File: config.mk
export PLATFORM = sky130hd
export DESIGN_NAME = float_to_int_cvt
export DESIGN_NICKNAME = d
export VERILOG_FILES = /design/src/rtl/float_to_int_cvt.sv
export SDC_FILE = /design/constraint.sdc
export NUM_CORES = 1
export LEC_CHECK = 0
export BUFFER_PORTS_ARGS = -buffer_cell sky130_fd_sc_hd__buf_2
export CORE_ASPECT_RATIO = 0.6
export CORE_MARGIN = 2
export CORE_UTILIZATION = 30
export CTS_CLUSTER_SIZE = 20
export DETAILED_ROUTE_END_ITERATION = 8
export MAX_ROUTING_LAYER = met4
export PLACE_DENSITY = 0.5
export SKIP_LAST_GASP = 1
export SYNTH_ARGS = -nofsm -noshare
export SYNTH_HDL_FRONTEND = slang
export SYNTH_SLANG_ARGS = --single-unit
File: constraint.sdc
create_clock -name clk -period 5.9 [get_ports clk]
set_input_delay 0.295 -clock clk [delete_from_list [all_inputs] [get_ports clk]]
set_output_delay 0.295 -clock clk [all_outputs]
set_load 0.03 [all_outputs]
File: src/rtl/float_to_int_cvt.sv
// float_to_int_cvt: multi-cycle IEEE-754 single-precision to IW-bit integer
// converter. One request in flight; the mantissa is aligned by a serial
// right shifter that collects guard/sticky bits, then rounded and saturated.
module float_to_int_cvt #(
  parameter int IW = 32
) (
  input  logic          clk,
  input  logic          rst,
  input  logic          in_valid,
  output logic          in_ready,
  input  logic [31:0]   input_a,
  input  logic [2:0]    rm,
  input  logic          is_signed,
  output logic [IW-1:0] output_z,
  output logic          output_z_stb,
  input  logic          out_ready,
  output logic          flag_nv,
  output logic          flag_nx
);

  typedef enum logic [2:0] {IDLE, SPECIAL, SHIFT, ROUND, PUT} state_t;

  state_t        r_state, w_next;

  logic [31:0]   r_a;
  logic [2:0]    r_rm;
  logic          r_sgn_mode;
  logic [IW:0]   r_mag;
  logic          r_g, r_s;
  logic [9:0]    r_cnt;
  logic [IW-1:0] r_z;
  logic          r_nv, r_nx;

  // Rounding increment from mode, operand sign, guard, sticky and result lsb.
  function automatic logic round_inc(input logic [2:0] mode, input logic sign,
                                     input logic g, input logic s, input logic lsb);
    case (mode)
      3'b001:  round_inc = 1'b0;
      3'b010:  round_inc = sign & (g | s);
      3'b011:  round_inc = ~sign & (g | s);
      3'b100:  round_inc = g;
      default: round_inc = g & (s | lsb);
    endcase
  endfunction

  // Operand decode of the captured request.
  logic          w_sign;
  logic [7:0]    w_exp;
  logic [9:0]    w_exp_i;
  logic [22:0]   w_frac;
  logic          w_is_nan, w_is_inf, w_is_zero, w_ovf, w_terminal, w_in_range;
  logic [9:0]    w_k;
  logic [IW:0]   w_mag_init;
  logic [IW-1:0] w_max, w_negsat;

  assign w_sign     = r_a[31];
  assign w_exp      = r_a[30:23];
  assign w_exp_i    = {2'b00, w_exp};
  assign w_frac     = r_a[22:0];
  assign w_is_nan   = (w_exp == 8'hFF) && (w_frac != 23'd0);
  assign w_is_inf   = (w_exp == 8'hFF) && (w_frac == 23'd0);
  assign w_is_zero  = (w_exp == 8'h00) && (w_frac == 23'd0);
  assign w_ovf      = w_exp_i >= 10'(127 + IW);
  assign w_terminal = (w_exp == 8'hFF) || w_is_zero || w_ovf;
  assign w_in_range = w_exp >= 8'd126;
  assign w_k        = w_in_range ? (10'(IW + 126) - w_exp_i) : 10'd0;
  assign w_mag_init = {1'b0, 1'b1, w_frac, {(IW-24){1'b0}}};
  assign w_max      = r_sgn_mode ? {1'b0, {(IW-1){1'b1}}} : {IW{1'b1}};
  assign w_negsat   = r_sgn_mode ? {1'b1, {(IW-1){1'b0}}} : {IW{1'b0}};

  // Result and flags for operands resolved without shifting.
  logic [IW-1:0] w_spec_z;
  logic          w_spec_nv;
  always_comb begin
    w_spec_z  = '0;
    w_spec_nv = 1'b0;
    if (w_is_nan || (w_is_inf && !w_sign)) begin
      w_spec_z  = w_max;
      w_spec_nv = 1'b1;
    end else if (w_is_inf) begin
      w_spec_z  = w_negsat;
      w_spec_nv = 1'b1;
    end else if (w_is_zero) begin
      w_spec_z  = '0;
    end else if (w_ovf) begin
      w_spec_z  = w_sign ? w_negsat : w_max;
      w_spec_nv = 1'b1;
    end
  end

  // Rounding, sign application and saturation of the aligned magnitude.
  logic          w_inc, w_inexact;
  logic [IW:0]   w_rmag;
  logic [IW-1:0] w_rnd_z;
  logic          w_rnd_nv, w_rnd_nx;
  always_comb begin
    w_inc     = round_inc(r_rm, w_sign, r_g, r_s, r_mag[0]);
    w_rmag    = r_mag + {{IW{1'b0}}, w_inc};
    w_inexact = r_g | r_s;
    w_rnd_z   = w_rmag[IW-1:0];
    w_rnd_nv  = 1'b0;
    w_rnd_nx  = w_inexact;
    if (r_sgn_mode) begin
      if (!w_sign) begin
        if (w_rmag > {2'b00, {(IW-1){1'b1}}}) begin
          w_rnd_z  = {1'b0, {(IW-1){1'b1}}};
          w_rnd_nv = 1'b1;
          w_rnd_nx = 1'b0;
        end
      end else if (w_rmag > {2'b01, {(IW-1){1'b0}}}) begin
        w_rnd_z  = {1'b1, {(IW-1){1'b0}}};
        w_rnd_nv = 1'b1;
        w_rnd_nx = 1'b0;
      end else begin
        w_rnd_z  = ~w_rmag[IW-1:0] + IW'(1);
      end
    end else if (w_sign) begin
      w_rnd_z = '0;
      if (w_rmag != '0) begin
        w_rnd_nv = 1'b1;
        w_rnd_nx = 1'b0;
      end
    end else if (w_rmag[IW]) begin
      w_rnd_z  = {IW{1'b1}};
      w_rnd_nv = 1'b1;
      w_rnd_nx = 1'b0;
    end
  end

  // Next-state logic of the conversion sequencer.
  always_comb begin
    w_next = r_state;
    case (r_state)
      IDLE:    if (in_valid) w_next = SPECIAL;
      SPECIAL: begin
        if (w_terminal)        w_next = PUT;
        else if (w_k == 10'd0) w_next = ROUND;
        else                   w_next = SHIFT;
      end
      SHIFT:   if (r_cnt == 10'd1) w_next = ROUND;
      ROUND:   w_next = PUT;
      PUT:     if (out_ready) w_next = IDLE;
      default: w_next = IDLE;
    endcase
  end

  // State register; reset overrides any accept or consume.
  always_ff @(posedge clk) begin
    if (rst) r_state <= IDLE;
    else     r_state <= w_next;
  end

  // Capture, alignment load and serial shift with guard/sticky collection.
  always_ff @(posedge clk) begin
    case (r_state)
      IDLE: begin
        if (in_valid) begin
          r_a        <= input_a;
          r_rm       <= rm;
          r_sgn_mode <= is_signed;
        end
      end
      SPECIAL: begin
        if (w_in_range) begin
          r_mag <= w_mag_init;
          r_g   <= 1'b0;
          r_s   <= 1'b0;
        end else begin
          r_mag <= '0;
          r_g   <= 1'b0;
          r_s   <= 1'b1;
        end
        r_cnt <= w_k;
      end
      SHIFT: begin
        r_mag <= r_mag >> 1;
        r_g   <= r_mag[0];
        r_s   <= r_s | r_g;
        r_cnt <= r_cnt - 10'd1;
      end
      default: ;
    endcase
  end

  // Result registers, loaded once per operation and held through PUT.
  always_ff @(posedge clk) begin
    if (rst) begin
      r_z  <= '0;
      r_nv <= 1'b0;
      r_nx <= 1'b0;
    end else if (r_state == SPECIAL && w_terminal) begin
      r_z  <= w_spec_z;
      r_nv <= w_spec_nv;
      r_nx <= 1'b0;
    end else if (r_state == ROUND) begin
      r_z  <= w_rnd_z;
      r_nv <= w_rnd_nv;
      r_nx <= w_rnd_nx;
    end
  end

  assign in_ready     = (r_state == IDLE);
  assign output_z_stb = (r_state == PUT);
  assign output_z     = r_z;
  assign flag_nv      = r_nv;
  assign flag_nx      = r_nx;

endmodule

==> flow_metrics.env <==
export IMPL_grtUsageMet2_pct=26.9
export IMPL_power_density_nw_per_um2=304
export IMPL_grt_pass1_wl_um=40100
export IMPL_die_h_um=126
export IMPL_die_w_um=207
export IMPL_finalInstanceArea_um2=8740
export IMPL_peakVddDrop_uv=182
export IMPL_synth_top_flop_cell="edfxtp_1"
export IMPL_yosysWarnings=0
export IMPL_end_kind="register"
export IMPL_crit_start="r_a[31]$_DFFE_PP_"
export IMPL_yosys_top_cells_count="nand2_1, edfxtp_1, nor2_1"
export IMPL_met1_usage_pct=30.4
export IMPL_fin_crit_sh_pct=89.8
export IMPL_fin_crit_ns=5.30
export IMPL_postRouteAntennaNets=0
export IMPL_maxCapViolations=0
export IMPL_gp_congestion=0.961
export IMPL_synthSimpleGateAreaFrac_pct=26.9
export IMPL_regToRegEndpoint="flag_nv$_SDFFE_PP0N_"
export IMPL_cpMaxStageDelayCell="nor2_1"
export IMPL_cts_buffer_depth=2
export IMPL_fillers=2562
export IMPL_synth_top_area_cell="edfxtp_1"
export IMPL_ios=76
export IMPL_synthArstFlopShare_pct=0
export IMPL_busiest_layer="met1"
export IMPL_syn_cell_area_um2=7430
export IMPL_crit_chain="xnor2_1 -> nor3b_1 -> a21oi_1 -> nor2_1 -> ha_1 -> ha_1 -> nand4_2 -> nor3_1 -> buf_4 -> a21oi_1 -> or4_1 -> and4b_1 -> a41oi_1 -> buf_4 -> nor2_1 -> nor2_1 -> o311a_1"
export IMPL_cts_sinks=117
export IMPL_hold_violations=0
export IMPL_p_leak_nw=3.13
export IMPL_muxShareOfSynthArea_pct=0.943
export IMPL_crit_top_cell="nor2_1"
export IMPL_post_cts_resized=0
export IMPL_fmax_mhz=189
export IMPL_drt_iter0_markers=839
export IMPL_grtUsageMet3_pct=6.81
export IMPL_cts_hold_buf=0
export IMPL_cp_required_ns=6.21
export IMPL_area_delta_synth_final_pct=17.6
export IMPL_crit_fanout=12
export IMPL_worstPathArrival_ns=5.61
export IMPL_regArea_um2=3140
export IMPL_max_stage_delay_ns=0.57
export IMPL_cts_clk_slew_worst_paths_ns=0.07
export IMPL_synth_cell_types=66
export IMPL_synth_seq_area_share_pct=42.3
export IMPL_ys_ff_latch=117
export IMPL_drt_wl_total_um=26000
export IMPL_vias=7138
export IMPL_drive_gt1_share_pct=15.5
export IMPL_cts_tree="yes"
export IMPL_grt_max_degree=46
export IMPL_placed_cell_area_um2=8150
export IMPL_cts_setup_buffers=0
export IMPL_run_status="finished, final reports clean"
export IMPL_synth_cells=859
export IMPL_cts_root_buffer_cell="clkbuf_16"
export IMPL_finalCoreUtilization_pct=36.0
export IMPL_design_die_area_um2=26100
export IMPL_synth_top_area_share_pct=32.3
export IMPL_synth_compound_area_share_pct=18.8
export IMPL_dp_hpwl_um=19200
export IMPL_antenna_cells=0
export IMPL_grt_pass1_vias=6746
export IMPL_worstSetupPathType="register to register"
export IMPL_relSlewSlack_pct=39.4
export IMPL_core_area_um2=24300
export IMPL_grt_overflow=0
export IMPL_final_nets=969
export IMPL_syn_num_nets=908
export IMPL_fin_tns_setup_ns=0
export IMPL_rsz0062_at_grt="no"
export IMPL_drcViolationCount=0
export IMPL_htree_levels=4
export IMPL_synth_edff_count=80
export IMPL_rr_worst_depth=17
export IMPL_synth_avg_cell_area_um2=8.65
export IMPL_viasPerCell=5.69
export IMPL_worstMarginPinSlew_ns=0.908
export IMPL_synthAdderAreaFrac_pct=1.52
export IMPL_rr_startpoint="r_a[31]$_DFFE_PP_"
export IMPL_r2r_slack_ns=0.60
export IMPL_multi_input_area_um2=4030
export IMPL_wl_per_cell_um=20.7
export IMPL_drtPass1Iterations=8
export IMPL_slew_violations=0
export IMPL_critical_path_startpoint_type="register"
export IMPL_synth_most_common_cell="nand2_1"
export IMPL_cts_made_buffers=17
export IMPL_hold_path_class="input port to register"
export IMPL_endpoint="flag_nv$_SDFFE_PP0N_"
export IMPL_setup_violations=0
export IMPL_start_util_pct=30.6
export IMPL_yosys_area_share_xor_xnor_pct=5.77
export IMPL_port_buffers=75
export IMPL_track_usage_pct=20.7
export IMPL_antenna_found_initial=0
export IMPL_worst_clock_skew_ns=0.0132
export IMPL_std_cell_rows=44
export IMPL_yosys_top_cells_area="edfxtp_1, dfxtp_1, nand2_1, xnor2_1, a21oi_1"
export IMPL_clk_latency_ns=0.44
export IMPL_synth_top_family_by_area="simple AND/OR/NAND/NOR gates"
==> cell families after synthesis <==
| group | count (synthesis) |
|---|---|
| adder cells (fa/ha/maj) | 9 |
| buffers and inverters | 69 |
| AO/OA/AOI/OAI | 225 |
| AND/OR/NAND/NOR | 383 |
| XOR/XNOR | 49 |
| flip-flops | 117 |
| multiplexers | 7 |
==> final cells by class <==
cell class                 count  area share [%]
clock buffer                  17            4.87
clock inverter                15            1.90
multi-input combinational    673            46.1
inverter                      19           0.816
sequential                   117            36.0
tap                          322            4.61
timing repair buffer          92            5.76
==> routing by layer <==
| metal | up-vias | wire length (µm) | share of wire (%) |
|---|---|---|---|
| met5 | - | 0 | 0 |
| met1 | 3469 | 13000 | 50 |
| met2 | 278 | 10300 | 39 |
| li1 | 3364 | - | - |
| met4 | 0 | 231 | 0.89 |
| met3 | 27 | 2510 | 9.7 |
==> flip-flops by register name (all words and copies together), names as in the netlist <==
name,flops
r_mag,32
r_state,3
r_g,1
output_z,32
r_rm,3
flag_nv,1
r_sgn_mode,1
r_cnt,10
flag_nx,1
r_s,1
r_a,32
==> placed cells by master, fill, tap and decap left out, types with 6 or more instances in the layout <==
cell type	instances
mux2i_1	7
edfxtp_1	80
o21ai_0	62
clkbuf_16	17
dfxtp_1	37
xnor2_1	39
nor4_1	30
nand2b_1	6
o221ai_1	9
xor2_1	10
o31a_1	6
nand3_1	36
nor2b_1	6
inv_1	19
nor3_1	29
nor2_1	68
nand4_1	24
a21boi_0	6
buf_2	75
and4_1	8
ha_1	9
or3_1	8
o22ai_1	11
nand2_1	106
and3_1	12
inv_6	7
a211oi_1	12
a31oi_1	13
buf_4	17
and2_1	16
a21oi_1	64
==> through the flow <==
| stage | hold slack [ns] | total power [mW] | setup slack [ns] | cells |
|---|---|---|---|---|
| after floorplan | 0.374 | 1.41 | 1.39 | 859 |
| after global placement | 0.471 | 1.59 | 0.966 | 1223 |
| after detailed placement | 0.473 | 1.59 | 0.837 | 1223 |
| after CTS | 0.0107 | 2.67 | 0.754 | 1255 |
| after global routing | 0.00644 | 2.78 | 0.0985 | 1255 |
| final | 0.0305 | 2.65 | 0.603 | 1255 |
==> worst min path at each step <==
| stage | startpoint | to | slack, ns | depth (start not counted) |
|---|---|---|---|---|
| 5_1_grt | input_a[15] | r_a[15]$_DFFE_PP_ | 0.006 | 1 |
| 3_5_place_dp | is_signed | r_sgn_mode$_DFFE_PP_ | 0.47 | 1 |
| 3_3_place_gp | is_signed | r_sgn_mode$_DFFE_PP_ | 0.47 | 1 |
| 6_report | is_signed | r_sgn_mode$_DFFE_PP_ | 0.03 | 1 |
| 4_1_cts | is_signed | r_sgn_mode$_DFFE_PP_ | 0.01 | 1 |
| 2_1_floorplan | rst | output_z[8]$_SDFFE_PP0N_ | 0.37 | 1 |
==> worst max-delay path: cells and delay by family (launching register included) <==
kind / cells / cell delay [ns]
AND/OR/NAND/NOR: 8 / 2.73
AO/OA/AOI/OAI: 4 / 0.71
adder cells (fa/ha/maj): 2 / 0.71
buffers and inverters: 2 / 0.45
flip-flops: 1 / 0.41
XOR/XNOR: 1 / 0.15
==> power by group <==
group,switching (mW),internal [mW]
clock network,0.441,0.630
logic,0.347,0.163
registers,0.0938,0.980
total,0.882,1.77
Note: power is estimated with default switching activity, not from simulation.
